<file path="src/rtl/pf_sync_fifo.sv">
// Single-clock first-word-fall-through FIFO with registered wr_vld/rd_vld and a registered head word.
// Define PF_FIFO_STATUS_EN to add the almost_full/almost_empty/ovf/udf status outputs.
module pf_sync_fifo #(
    parameter int DATA_WIDTH  = 16,
    parameter int DEPTH_WIDTH = 8,
    parameter int AF_LEVEL    = (1 << DEPTH_WIDTH) - 4,
    parameter int AE_LEVEL    = 4
) (
    input  logic                   clk,
    input  logic                   rst_n,
    input  logic                   wr_en,
    input  logic [DATA_WIDTH-1:0]  wr_data,
    output logic                   wr_vld,
    input  logic                   rd_en,
    output logic                   rd_vld,
    output logic [DATA_WIDTH-1:0]  rd_data,
    output logic [DEPTH_WIDTH:0]   level
`ifdef PF_FIFO_STATUS_EN
    ,
    output logic                   almost_full,
    output logic                   almost_empty,
    output logic                   ovf,
    output logic                   udf
`endif
);

    localparam int DEPTH = 1 << DEPTH_WIDTH;
    localparam logic [DEPTH_WIDTH:0] LVL_FULL = (DEPTH_WIDTH+1)'(DEPTH);

    if (DATA_WIDTH < 1 || DATA_WIDTH > 1152) begin : g_bad_data_width
        $error("pf_sync_fifo: DATA_WIDTH out of range");
    end
    if (DEPTH_WIDTH < 2 || DEPTH_WIDTH > 12) begin : g_bad_depth_width
        $error("pf_sync_fifo: DEPTH_WIDTH out of range");
    end
    if (AF_LEVEL < 0 || AF_LEVEL > DEPTH || AE_LEVEL < 0 || AE_LEVEL > DEPTH) begin : g_bad_levels
        $error("pf_sync_fifo: AF_LEVEL/AE_LEVEL out of range");
    end

    logic [DATA_WIDTH-1:0]  r_mem [DEPTH];
    logic [DEPTH_WIDTH-1:0] r_wr_ptr;
    logic [DEPTH_WIDTH-1:0] r_rd_ptr;
    logic [DEPTH_WIDTH:0]   r_level;
    logic                   r_wr_vld;
    logic                   r_rd_vld;
    logic [DATA_WIDTH-1:0]  r_rd_data;

    logic                   w_wr_acc;
    logic                   w_rd_acc;
    logic [DEPTH_WIDTH-1:0] w_rd_ptr_next;
    logic [DEPTH_WIDTH:0]   w_level_next;
    logic                   w_rd_vld_next;
    logic [DATA_WIDTH-1:0]  w_head;

    assign w_wr_acc      = wr_en & r_wr_vld;
    assign w_rd_acc      = rd_en & r_rd_vld;
    assign w_rd_ptr_next = w_rd_acc ? (r_rd_ptr + DEPTH_WIDTH'(1)) : r_rd_ptr;

    always_comb begin
        w_level_next = r_level;
        if (w_wr_acc && !w_rd_acc) begin
            w_level_next = r_level + (DEPTH_WIDTH+1)'(1);
        end else if (!w_wr_acc && w_rd_acc) begin
            w_level_next = r_level - (DEPTH_WIDTH+1)'(1);
        end
    end

    // A word written into an empty FIFO waits one edge before it is presented;
    // a read+write at level 1 forwards the incoming word so the stream has no bubble.
    assign w_rd_vld_next = (r_level != '0) && (w_level_next != '0);
    assign w_head = (w_wr_acc && (w_rd_ptr_next == r_wr_ptr)) ? wr_data : r_mem[w_rd_ptr_next];

    always_ff @(posedge clk) begin
        if (w_wr_acc) begin
            r_mem[r_wr_ptr] <= wr_data;
        end
    end

    always_ff @(posedge clk or negedge rst_n) begin
        if (!rst_n) begin
            r_wr_ptr  <= '0;
            r_rd_ptr  <= '0;
            r_level   <= '0;
            r_wr_vld  <= 1'b0;
            r_rd_vld  <= 1'b0;
            r_rd_data <= '0;
        end else begin
            if (w_wr_acc) begin
                r_wr_ptr <= r_wr_ptr + DEPTH_WIDTH'(1);
            end
            r_rd_ptr <= w_rd_ptr_next;
            r_level  <= w_level_next;
            r_wr_vld <= (w_level_next < LVL_FULL);
            r_rd_vld <= w_rd_vld_next;
            if (w_rd_vld_next) begin
                r_rd_data <= w_head;
            end
        end
    end

    assign wr_vld  = r_wr_vld;
    assign rd_vld  = r_rd_vld;
    assign rd_data = r_rd_data;
    assign level   = r_level;

`ifdef PF_FIFO_STATUS_EN
    logic r_almost_full;
    logic r_almost_empty;
    logic r_ovf;
    logic r_udf;

    // ovf/udf are sticky and only rst_n clears them.
    always_ff @(posedge clk or negedge rst_n) begin
        if (!rst_n) begin
            r_almost_full  <= 1'b0;
            r_almost_empty <= 1'b1;
            r_ovf          <= 1'b0;
            r_udf          <= 1'b0;
        end else begin
            r_almost_full  <= (int'(w_level_next) >= AF_LEVEL);
            r_almost_empty <= (int'(w_level_next) <= AE_LEVEL);
            r_ovf          <= r_ovf | (wr_en & ~r_wr_vld);
            r_udf          <= r_udf | (rd_en & ~r_rd_vld);
        end
    end

    assign almost_full  = r_almost_full;
    assign almost_empty = r_almost_empty;
    assign ovf          = r_ovf;
    assign udf          = r_udf;
`endif

endmodule

</file>
<file path="config.mk">
export PLATFORM = sky130hd
export DESIGN_NAME = pf_sync_fifo
export DESIGN_NICKNAME = d
export VERILOG_FILES = /design/src/rtl/pf_sync_fifo.sv
export SDC_FILE = /design/constraint.sdc
export NUM_CORES = 2
export LEC_CHECK = 0
export BUFFER_PORTS_ARGS = -buffer_cell sky130_fd_sc_hd__buf_2
export CAP_MARGIN = 20
export CELL_PAD_IN_SITES_DETAIL_PLACEMENT = 1
export CELL_PAD_IN_SITES_GLOBAL_PLACEMENT = 1
export CORE_ASPECT_RATIO = 1.1
export CORE_MARGIN = 2
export CORE_UTILIZATION = 55
export CTS_CLUSTER_SIZE = 24
export DETAILED_ROUTE_END_ITERATION = 10
export GPL_ROUTABILITY_DRIVEN = 0
export MAX_ROUTING_LAYER = met4
export PLACE_DENSITY_LB_ADDON = 0.1
export SYNTH_ARGS = -nofsm -noshare
export SYNTH_HDL_FRONTEND = slang
export SYNTH_SLANG_ARGS = --single-unit
</file>
<file path="constraint.sdc">
create_clock -name clk -period 6 [get_ports clk]
set_input_delay 0.6 -clock clk [delete_from_list [all_inputs] [get_ports clk]]
set_output_delay 0.6 -clock clk [all_outputs]
set_load 0.02 [all_outputs]
</file>
==> metrics.md <==
| Metric | Value |
|---|---|
| Syn_area_per_cell | 15.6 µm² |
| FF+latch count, synth | 4,139 |
| Synth area leaders | edfxtp_1 71%, mux2i_1 7.1%, mux4_2 4.2%, nand2_1 3.0%, buf_2 1.1% |
| DP HPWL | 395,000 µm |
| Post-synth EDFFs | 4,096 |
| Syn Nets | 11,200 |
| CTS clk-pin slew, worst paths | 0.06 ns |
| Site Rows | 216 |
| R2R setup slack | -0.14 ns |
| Critical path's largest stage delay | 0.84 ns |
| Pwr Density | 493 mW/mm² |
| Bufs on Longest Clock Path | 4 |
| Cell taking the most area after synthesis | edfxtp_1 |
| First-pass GRT wire length | 901,000 µm |
| Largest net degree at the start of global routing | 161 |
| Most common cell in the netlist | edfxtp_1 |
| Min Clock Period, post-route | 6.14 ns |
| Grt ovf | 0 |
| Nets@finish | 11,500 |
| Startpoint Class | register |
| Post-synth top cells | 4,096 x edfxtp_1, 1,369 x nand2_1, 1,240 x mux2i_1 |
| CTS tree | done |
| Max-Cap Viols | 0 |
| Post-synthesis instance area | 0.174 mm² |
| Vias per std cell | 7.24 |
| Gate Count Post-Synth | 11,100 |
| Post-synth top area share | 0.707 |
| CTS Buf Count | 413 |
| IO Port Bufs | 46 |
| Worst rel slew slack | -0.0175 |
| Initial antenna violation count | 54 |
| Worst VDD drop | 0.518 mV |
| Post-Route WL | 648,000 µm |
| CP most frequent cell | buf_12 |
| Clock Skew | 0.0631 ns |
| Ys flop type | edfxtp_1 |
| Final setup viols | 2 |
| Leak | 65.1 nW |
| WL/cell | 40.4 µm |
| Maximum clock frequency | 163 MHz |
| Skew-Pair Late Insertion Delay | 1.01 ns |
| CP max stage cell | nor3_1 |
| Final core utilization | 0.624 |
| Post-synth ARST share | 0.0104 |
| Synthesis-to-finish area growth | 12.8% |
| Vias in the first global route | 118,000 |
| Violated checks | slew limit, setup timing |
| Share of cells above drive strength 1 | 0.166 |
| CP delay by family, top | simple AND/OR/NAND/NOR gates |
| Hold/Removal Path Class | input port to register |
| Root Driver | clkbuf_16 |
| Worst Path Arrival | 7.05 ns |
| CP max FO | 35 |
| Total GRT Usage | 0.410 |
| Clock sink count | 4,139 |
| Period utilisation layout | 1.02 |
| Filler cell count | 28,000 |
| Outcome | finished with violations |
| Core Box Area | 0.315 mm² |
| Unrepaired setup endpoints after global routing | false |
| Slew Limit Fails | 30 |
| H-tree depth | 5 |
| CP bufs+invs | 4 |
| Synth warnings | 0 |
| Iter 0 DRT Violations | 19,200 |
| Final hold vios | 0 |
| DIE AREA | 0.321 mm² |
| TNS Setup | -0.246 ns |
| CP required | 6.91 ns |
| Ports | 47 |
| Crit. End Element | register |
| CP cell instances | buf_4 -> and3b_4 -> nor2_8 -> buf_12 -> nor2_4 -> buf_12 -> buf_12 -> a32oi_1 -> a31oi_1 -> o22ai_1 -> o221ai_1 -> nor3_1 -> o32a_1 |
| Drt pass-1 iters | 7 |
| Measured slew at the worst slew-check pin | 1.53 ns |
| Die width | 540 µm |
| Drt drc | 0 |
| Initial Utilization | 0.553 |
| Antenna-violating nets left | 0 |
| Setup ws final | -0.137 ns |
| Register area share after synthesis | 0.713 |
| Worst Setup Path Type | register to register |
| Cell variety after synth | 101 |
| Via count | 116,000 |
| Die H | 594 µm |
==> per-stage QoR <==
stage          instance area [µm²]  total power [mW]  worst slack (ns)  cells  hold slack (ns)
6_report                    196000              96.7            -0.137  16000           0.0722
5_1_grt                     196000              98.2            0.0842  16000           0.0859
4_1_cts                     196000              95.3             0.209  16000           0.0535
3_5_place_dp                182000              68.9             0.215  15200            0.524
3_3_place_gp                182000              67.9            -0.368  15200            0.527
2_1_floorplan               174000              53.2              2.83  11100            0.304
==> power breakdown <==
part           leakage [nW]  switching [mW]  total (mW)  internal [mW]
clock                  6.66            11.5        26.7           15.2
combinational          21.1            25.7        37.4           11.7
sequential             37.3           0.546        32.7           32.2
total                  65.1            37.7        96.7           59.1
==> area by class of cell <==
cell class | count | area (µm²) | area share
Inverter | 15 | 88.8 | 0.000453
Timing Repair Buffer | 759 | 7030 | 0.0358
Clock inverter | 261 | 2780 | 0.0141
Multi-Input combinational cell | 6172 | 46100 | 0.235
Clock buffer | 502 | 10900 | 0.0553
Antenna cell | 39 | 97.6 | 0.000497
Tap cell | 4142 | 5180 | 0.0264
Sequential cell | 4139 | 124000 | 0.632
==> placed cells by master (no fill, tap or decap), types with 238 or more instances in the layout <==
cell type and count:
a21oi_1 373, a31oi_1 238, clkbuf_16 418, o22ai_1 277
mux4_2 326, nor2_1 321, buf_4 592, mux2i_1 1236
edfxtp_1 4096, nand2_1 1364, nand3_1 330
==> worst paths after layout <==
check                            start            to  cells past startpoint
max                        r_rd_ptr[0]    rd_data[0]                     13
min                         wr_data[8]  r_mem[91][8]                      1
max reg2reg                r_rd_ptr[0]    rd_data[0]                     13
min reg2reg                   level[8]      level[8]                      1
max in group asynchronous        rst_n   r_rd_ptr[0]                      3
min in group asynchronous        rst_n   r_wr_ptr[2]                      3
==> sequential cells by signal, indices dropped and copies added (netlist names) <==
signal	cells
rd_data	16
r_mem	4096
level	9
r_rd_ptr	8
rd_vld	1
wr_vld	1
r_wr_ptr	8
==> per-layer routing <==
metal	track usage	part of all wire
met1	0.510	0.35
met2	0.609	0.45
met4	0.247	0.073
met5	-	0
met3	0.103	0.12
==> cell families after synthesis <==
logic type	Yosys count	share of synthesized area
xor gates and xnor gates	29	0.00181
buffers and inverters	833	0.0250
and+or+nand+nor	2544	0.0631
adders and majority gates	7	0.000504
AOI/OAI and AO/OA	1953	0.0777
DFF	4139	0.713
muxes	1639	0.118
==> what timing repair did <==
action	in CTS	in global routing
endpoints found under the hold margin	43	0
resized for setup	0	0
hold buffers	1	0
buffers inserted	0	0
Note: power is estimated with default switching activity, not from simulation.
